`src/rtl/multdiv_issue.sv`:
```
// Execute-stage initiator for the multdiv unit: latches a MULT/DIV, pulses start, stalls until ready/timeout/flush.
// Issue at cycle 0 -> md_start at 1 -> ready first accepted at k>=3 -> wb_valid at k+1; upstream stalled from START to the ready cycle.
`timescale 1ns/1ps

module multdiv_issue #(
  parameter int WIDTH   = 32,
  parameter int RW      = 5,
  parameter int TIMEOUT = 40
) (
  input  logic             clock,
  input  logic             reset_n,
  input  logic             issue_valid,
  input  logic             issue_is_div,
  input  logic [WIDTH-1:0] issue_a,
  input  logic [WIDTH-1:0] issue_b,
  input  logic [RW-1:0]    issue_rd,
  input  logic             flush,
  output logic             md_start,
  output logic             md_is_div,
  output logic [WIDTH-1:0] md_a,
  output logic [WIDTH-1:0] md_b,
  input  logic             md_ready,
  input  logic [WIDTH-1:0] md_result,
  input  logic             md_exception,
  output logic             stall,
  output logic             wb_valid,
  output logic [RW-1:0]    wb_rd,
  output logic [WIDTH-1:0] wb_data,
  output logic             wb_exception,
  output logic             hang_error
);

  localparam int            CW      = $clog2(TIMEOUT + 1);
  localparam logic [CW-1:0] CNT_MAX = CW'(TIMEOUT);

  typedef enum logic [1:0] {IDLE, START, WAIT, WB} state_t;

  state_t        state;
  logic [CW-1:0] wait_cnt;
  logic [RW-1:0] rd_q;
  logic          take_issue;

  assign take_issue = issue_valid && !flush;

  // A flush in START must suppress the pulse in the same cycle, so the start is gated combinationally.
  assign md_start = (state == START) && !flush;

  always_ff @(posedge clock or negedge reset_n) begin
    if (!reset_n) begin
      state        <= IDLE;
      wait_cnt     <= '0;
      rd_q         <= '0;
      md_is_div    <= 1'b0;
      md_a         <= '0;
      md_b         <= '0;
      stall        <= 1'b0;
      wb_valid     <= 1'b0;
      wb_rd        <= '0;
      wb_data      <= '0;
      wb_exception <= 1'b0;
      hang_error   <= 1'b0;
    end else begin
      wb_valid <= 1'b0;
      case (state)
        IDLE, WB: begin
          if (take_issue) begin
            state     <= START;
            stall     <= 1'b1;
            md_is_div <= issue_is_div;
            md_a      <= issue_a;
            md_b      <= issue_b;
            rd_q      <= issue_rd;
          end else begin
            state <= IDLE;
            stall <= 1'b0;
          end
        end
        START: begin
          wait_cnt <= '0;
          if (flush) begin
            state <= IDLE;
            stall <= 1'b0;
          end else begin
            state <= WAIT;
          end
        end
        WAIT: begin
          if (flush) begin
            state <= IDLE;
            stall <= 1'b0;
          end else if (wait_cnt != '0 && md_ready) begin
            // wait_cnt==0 is the first WAIT cycle, where ready still reflects the previous op.
            state        <= WB;
            stall        <= 1'b0;
            wb_valid     <= 1'b1;
            wb_rd        <= rd_q;
            wb_data      <= md_result;
            wb_exception <= md_exception;
          end else if (wait_cnt == CNT_MAX) begin
            state        <= WB;
            stall        <= 1'b0;
            wb_valid     <= 1'b1;
            wb_rd        <= rd_q;
            wb_data      <= '0;
            wb_exception <= 1'b1;
            hang_error   <= 1'b1;
          end else begin
            wait_cnt <= wait_cnt + 1'b1;
          end
        end
        default: begin
          state <= IDLE;
          stall <= 1'b0;
        end
      endcase
    end
  end

endmodule

```
`config.mk`:
```
export PLATFORM = sky130hd
export DESIGN_NAME = multdiv_issue
export DESIGN_NICKNAME = d
export VERILOG_FILES = /design/src/rtl/multdiv_issue.sv
export SDC_FILE = /design/constraint.sdc
export NUM_CORES = 1
export LEC_CHECK = 0
export ABC_AREA = 1
export BUFFER_PORTS_ARGS = -buffer_cell sky130_fd_sc_hd__buf_2
export CAP_MARGIN = 20
export CORE_AREA = 4 4 121 111
export DETAILED_ROUTE_END_ITERATION = 8
export DIE_AREA = 0 0 125 115
export PLACE_DENSITY = 0.69
export SLEW_MARGIN = 20
export SYNTH_ARGS = -nofsm -noshare
export SYNTH_HDL_FRONTEND = slang
export SYNTH_SLANG_ARGS = --single-unit
```
`constraint.sdc`:
```
create_clock -name clock -period 1.7 [get_ports clock]
set_clock_uncertainty 0.1 [all_clocks]
set_input_delay 0 -clock clock [delete_from_list [all_inputs] [get_ports clock]]
set_output_delay 0 -clock clock [all_outputs]
set_load 0.01 [all_outputs]
```
# Word level (Yosys, flattened, before mapping)
# Cells that the tools add are included.
classes:
  n_reduce_logical: 14
  n_addsub: 1
  n_bitwise: 2
  eq_ne: 9
  mux: 26
ops:
  columns: ["cell", "count"]
  rows:
  - ["2-to-1 mux 32 bit", 2]
  - ["2-to-1 mux 6 bit", 3]
  - ["2-to-1 mux 1 bit", 12]
  - ["one-hot mux 6 bit (2 select lines)", 1]
  - ["2-to-1 mux 5 bit", 2]
  - ["2-to-1 mux 2 bit", 4]
  - ["!= test 2 bit, second input constant", 4]
  - ["AND reduction 4 bit", 2]
  - ["adder 6 x 1 -> 6 bit, second input constant", 1]
  - ["== test 6 bit, second input constant", 1]
  - ["one-hot mux 2 bit (3 select lines)", 1]
  - ["nonzero test 6 bit", 1]
  - ["== test 2 bit, second input constant", 2]
  - ["!= test 4 bit, second input constant", 1]
  - ["AND reduction 2 bit", 2]
  - ["nonzero test 2 bit", 2]
  - ["logical AND 1 bit", 3]
  - ["one-hot mux 1 bit (3 select lines)", 1]
  - ["AND reduction 3 bit", 1]
  - ["== test 2 x 1 -> 1 bit, second input constant", 1]
  - ["zero test 2 bit", 1]
  - ["inverter 1 bit", 2]
  - ["OR reduction 2 bit", 1]
  - ["zero test 1 bit", 1]
word_totals:
  out_inout_bits: 107
  ff_bits: 119

# Logic depth before layout (Yosys ltp)
logic_depth:
  word_depth: 5
  depth_mapped: 11
  depth_no_buf: 10

# Least setup slack after synthesis
# OpenSTA, ideal clock, no wires.
synth_timing:
  path_type: "register to register"
  from: "register state[0]"
  to: "register state[0]"
  setup_slack_ns: 0.136
  required_time_ns: 1.482
  setup_ns: 0.118
  stages_incl_launch_ff: 11
  path_buffers: 1
  arrival_time_ns: 1.347
  cell_sequence: "dfrtp_1 > inv_1 > ha_1 > inv_2 > nor2_4 > inv_1 > nor2_1 > nand2_2 > clkbuf_8 > nand2_1 > o21ai_2"
synth_between:
  elab_chain_cells: 3
  elab_cells_between_ends: 7
synth_rtl:
  columns: ["element", "line", "text"]
  rows:
  - ["start: declaration", "38", "state_t state;"]
  - ["start signal: assignment", "50", "state <= IDLE;"]
  - ["start signal: assignment", "67", "state <= START;"]
  - ["start signal: assignment", "74", "state <= IDLE;"]
  - ["== test 2 bit / zero test 2 bit (equally long branches)", "64", "case (state)"]
  - ["OR reduction 2 bit", "64", null]
  - ["one-hot mux 2 bit (3 select lines)", "64", null]
# Several ways; a longest one is shown, not always the timed one.
# A chain may end at the register's enable or synchronous reset.

# Worst setup path after layout
layout_timing:
  from: "register wait_cnt[0]"
  to: "register wb_data[7]"
layout_between:
  elab_chain_cells: 4
  elab_cells_between_ends: 6
layout_rtl:
  columns: ["element", "line", "text"]
  rows:
  - ["start: declaration", "39", "logic [CW-1:0] wait_cnt;"]
  - ["start signal: assignment", "108", "wait_cnt <= wait_cnt + 1'b1;"]
  - ["nonzero test 6 bit", "91", "end else if (wait_cnt != '0 && md_ready) begin"]
  - ["logical AND 1 bit", "91", null]
  - ["nonzero test 2 bit (no source line)", null, null]
  - ["AND reduction 3 bit (no source line)", null, null]
  - ["end signal: assignment", "97", "wb_data <= md_result;"]
  - ["end: declaration", "28", "output logic [WIDTH-1:0] wb_data,"]
# Several ways; a longest one is shown, not always the timed one.

==> results by group <==
Timing
  • RSZ-0062 raised after global routing: true
  • Tightest Pin Transition: approximately 0.24 ns
  • Max frequency: 0.615 GHz
  • Rel. slew slack: a little over four fifths
  • Setup violators final: 0
  • Final WS setup: ~0.073 ns
  • Final min period: about 1.6 ns
  • Setup TNS: 0 ns
  • Final-report hold violation count: 0
  • Slew Limit Fails: 0
  • Fin crit share: roughly 96%

Routing
  • DRC violation count after routing: 0
  • Routed vias/inst: about 4.6
  • Routed Antenna Nets: 0
  • Avg WL per Cell: roughly 16 um
  • TritonRoute pass-1 iters: 5
  • Detailed Route Iter0 Violations: 283
  • Via Count: 5001
  • Routed wire length: about 17 mm

Worst setup path
  • Crit end category: flip-flop
  • Critical path class: flip-flop to flip-flop
  • CP delay by family, top: simple AND/OR/NAND/NOR gates
  • Critical Path RT: just under 2 ns
  • CP Launch Type: flip-flop
  • Critical-path cell list: inv_2, ha_4, inv_1, nor2_2, nand3_2, nand2_4, nand2_4, nand2_8, clkbuf_16, nand2_1, nand2_1
  • Slowest cell on crit path: dfrtp_1
  • CP Buf/Inv Count: 3
  • CP Max Fanout: 8
  • Critical path's largest stage delay: between 0.3 and 0.4 ns
  • Worst path arrival time: ~1.9 ns

Final layout
  • Share of cells above drive strength 1: 32.5%
  • Synth-to-Final Area Change: 69.4%
  • Finished Layout Cells: 1076
  • Fill cell count: just under 900
  • N_diodes: 0
  • Post-Route Utilization: roughly two thirds
  • Fin nets: between 1000 and 1500

Place
  • Placed insts: just over 900
  • Port Buffers: roughly 210
  • Post-Place Worst Slack: between 0.04 and 0.05 ns
  • Final RePlAce weighted congestion: roughly 0.80
  • Post-DP HPWL: a little over 9 mm

GRT
  • Vias in the first global route: 5150
  • Global route total overflow: 0
  • Largest net degree at the start of global routing: 52
  • Total GRT Usage: ~22%
  • Initial antenna violation count: 0
  • First-pass GRT wire length: between 20 and 30 mm

Clock tree
  • Clock Latency Late Sink: about 0.4 ns
  • H-Tree Level Count: 4
  • CTS tree: yes
  • Root Buffer: clkbuf_16
  • Reg clk slew, reported paths: roughly 0.050 ns
  • Cts bufs inserted: 17
  • Clock Path Buffers: 2
  • Clock sink total: approximately 120

Floorplanning
  • Core area: about 12000 um^2
  • Die area: 14400 um^2
  • Row count: 38
  • DIE WIDTH: 125 um
  • Die height: roughly 120 um
  • I/O pin count: about 220
  • Starting Density: 39.6%

Pwr
  • Worst VDD drop: 0.000778 V
  • LEAKAGE: ~4.7 nW
  • PwrDens: ~1000 nW/um^2
  • Final total power: roughly 0.0083 W

Hold path
  • Hold crit path type: primary input to flip-flop

Synthesis
  • Warnings, synthesis: 0
  • Synth Instances: about 560
  • Syn_nets: ~670
  • Number of synthesized register bits: 119
  • Post-Syn Area per Cell: roughly 8.6 um^2
  • Post-synth design cell area: 4780 um^2
  • Cell variety after synth: 24
  • Seq/Total Area, Yosys: approximately 62%

Flow run
  • Max Cap Violations: 0

Status
  • Status: completed
[synthesized netlist by cell type]
cell type	instances	area, um^2
nor2_4	1	11.3
nand2_4	1	11.3
inv_1	18	67.6
nor3_1	1	5.00
o21ai_2	2	17.5
buf_4	3	22.5
nor3b_1	1	7.51
o21bai_1	1	7.51
inv_2	4	15.0
nand2_2	3	18.8
nand2_1	353	1330
o21ai_0	1	5.00
buf_6	3	33.8
nand3_1	11	55.1
buf_1	7	26.3
ha_1	4	50.1
clkbuf_8	1	13.8
nor2_2	1	6.26
dfrtp_1	119	2980
buf_2	7	35.0
a21oi_1	1	5.00
nor2_1	10	37.5
nand3_2	2	20.0
nand4_1	1	6.26
[worst reg2reg max path, cell delays in order (launching register included)]
cell and delay [ns]:
dfrtp_1 0.39, inv_2 0.09, ha_4 0.13, inv_1 0.04
nor2_2 0.08, nand3_2 0.14, nand2_4 0.13, nand2_4 0.07
nand2_8 0.12, clkbuf_16 0.17, nand2_1 0.05, nand2_1 0.07
[where the power goes]
| part | internal, W | switching [W] | total [W] | leakage, nW |
|---|---|---|---|---|
| logic | 0.000657 | 0.000741 | 0.00140 | 2.83 |
| clock network | 0.00231 | 0.00127 | 0.00358 | 0.287 |
| registers | 0.00316 | 0.000193 | 0.00335 | 1.55 |
[final cells by class]
class	count	area, um^2	area share (%)
Timing Repair Buffer	348	2540	31.4
Multi-Input combinational cell	395	1690	20.8
Inverter	22	87.6	1.08
Tap cell	160	200	2.47
Clock inverter	11	123	1.51
Clock buffer	21	480	5.93
Sequential cell	119	2980	36.8
[path summary, 6_finish.rpt]
check	slack (ns)	depth (start not counted)	from	endpoint
setup / recovery	0.07	11	wait_cnt[0]$_DFFE_PN0P_	wb_data[7]$_DFFE_PN0P_
hold / removal	0.22	4	issue_b[15]	md_b[15]$_DFFE_PN0P_
setup reg to reg	0.07	11	wait_cnt[0]$_DFFE_PN0P_	wb_data[7]$_DFFE_PN0P_
hold reg to reg	0.36	2	wb_rd[1]$_DFFE_PN0P_	wb_rd[1]$_DFFE_PN0P_
max in group asynchronous	0.65	4	reset_n	md_b[0]$_DFFE_PN0P_
min in group asynchronous	0.43	3	reset_n	md_a[10]$_DFFE_PN0P_
[cell families (layout without fill, tap and decap cells)]
kind of cell | Yosys count | in the layout | synth area share (%)
AND/OR/NAND/NOR | 385 | 386 | 31.5
flip-flops | 119 | 119 | 62.3
buffers and inverters | 43 | 402 | 4.47
AO/OA/AOI/OAI | 5 | 5 | 0.733
adder cells (fa/ha/maj) | 4 | 4 | 1.05
[registers in the layout, summed over array words and instances (netlist names)]
register / flops
wb_exception: 1
md_is_div: 1
state: 2
md_b: 32
wb_valid: 1
hang_error: 1
wb_data: 32
md_a: 32
wb_rd: 5
rd_q: 5
stall: 1
wait_cnt: 6
[through the flow]
| stage | instance area (um^2) | hold slack [ns] |
|---|---|---|
| 2_1_floorplan | 4780 | -0.396 |
| 3_3_place_gp | 6130 | -0.127 |
| 3_5_place_dp | 6130 | -0.117 |
| 4_1_cts | 7830 | 0.198 |
| 5_1_grt | 8100 | 0.226 |
| 6_report | 8100 | 0.220 |
[what timing repair did]
item,CTS,global route
hold buffers,109,0
setup endpoints to repair,0,109
buffers inserted,0,6
endpoints found under the hold margin,229,0
gates resized for setup,0,26
[cell usage in the layout, fill, tap and decap left out, types with 2 or more instances in the layout]
cell type      instances
dlygate4sd3_1        108
clkinv_2               3
inv_2                  6
buf_2                213
inv_1                 14
clkinv_4               2
ha_1                   2
bufinv_16              2
nand3_1                9
nand2_1              352
clkbuf_16             21
nor2_4                 3
buf_12                 9
nand3_2                2
clkbuf_8               4
buf_4                 11
inv_4                  2
nor2_1                 8
o21ai_2                2
clkinvlp_4             4
nand3_4                2
nand2_4                5
buf_6                  3
dfrtp_1              119
[routing by layer]
metal	wire length, um	track usage, %
met5	0	0
met4	337	7.66
met3	1630	8.78
met2	8400	38.1
met1	6580	26.5
Power figures use the tool's default switching activity.
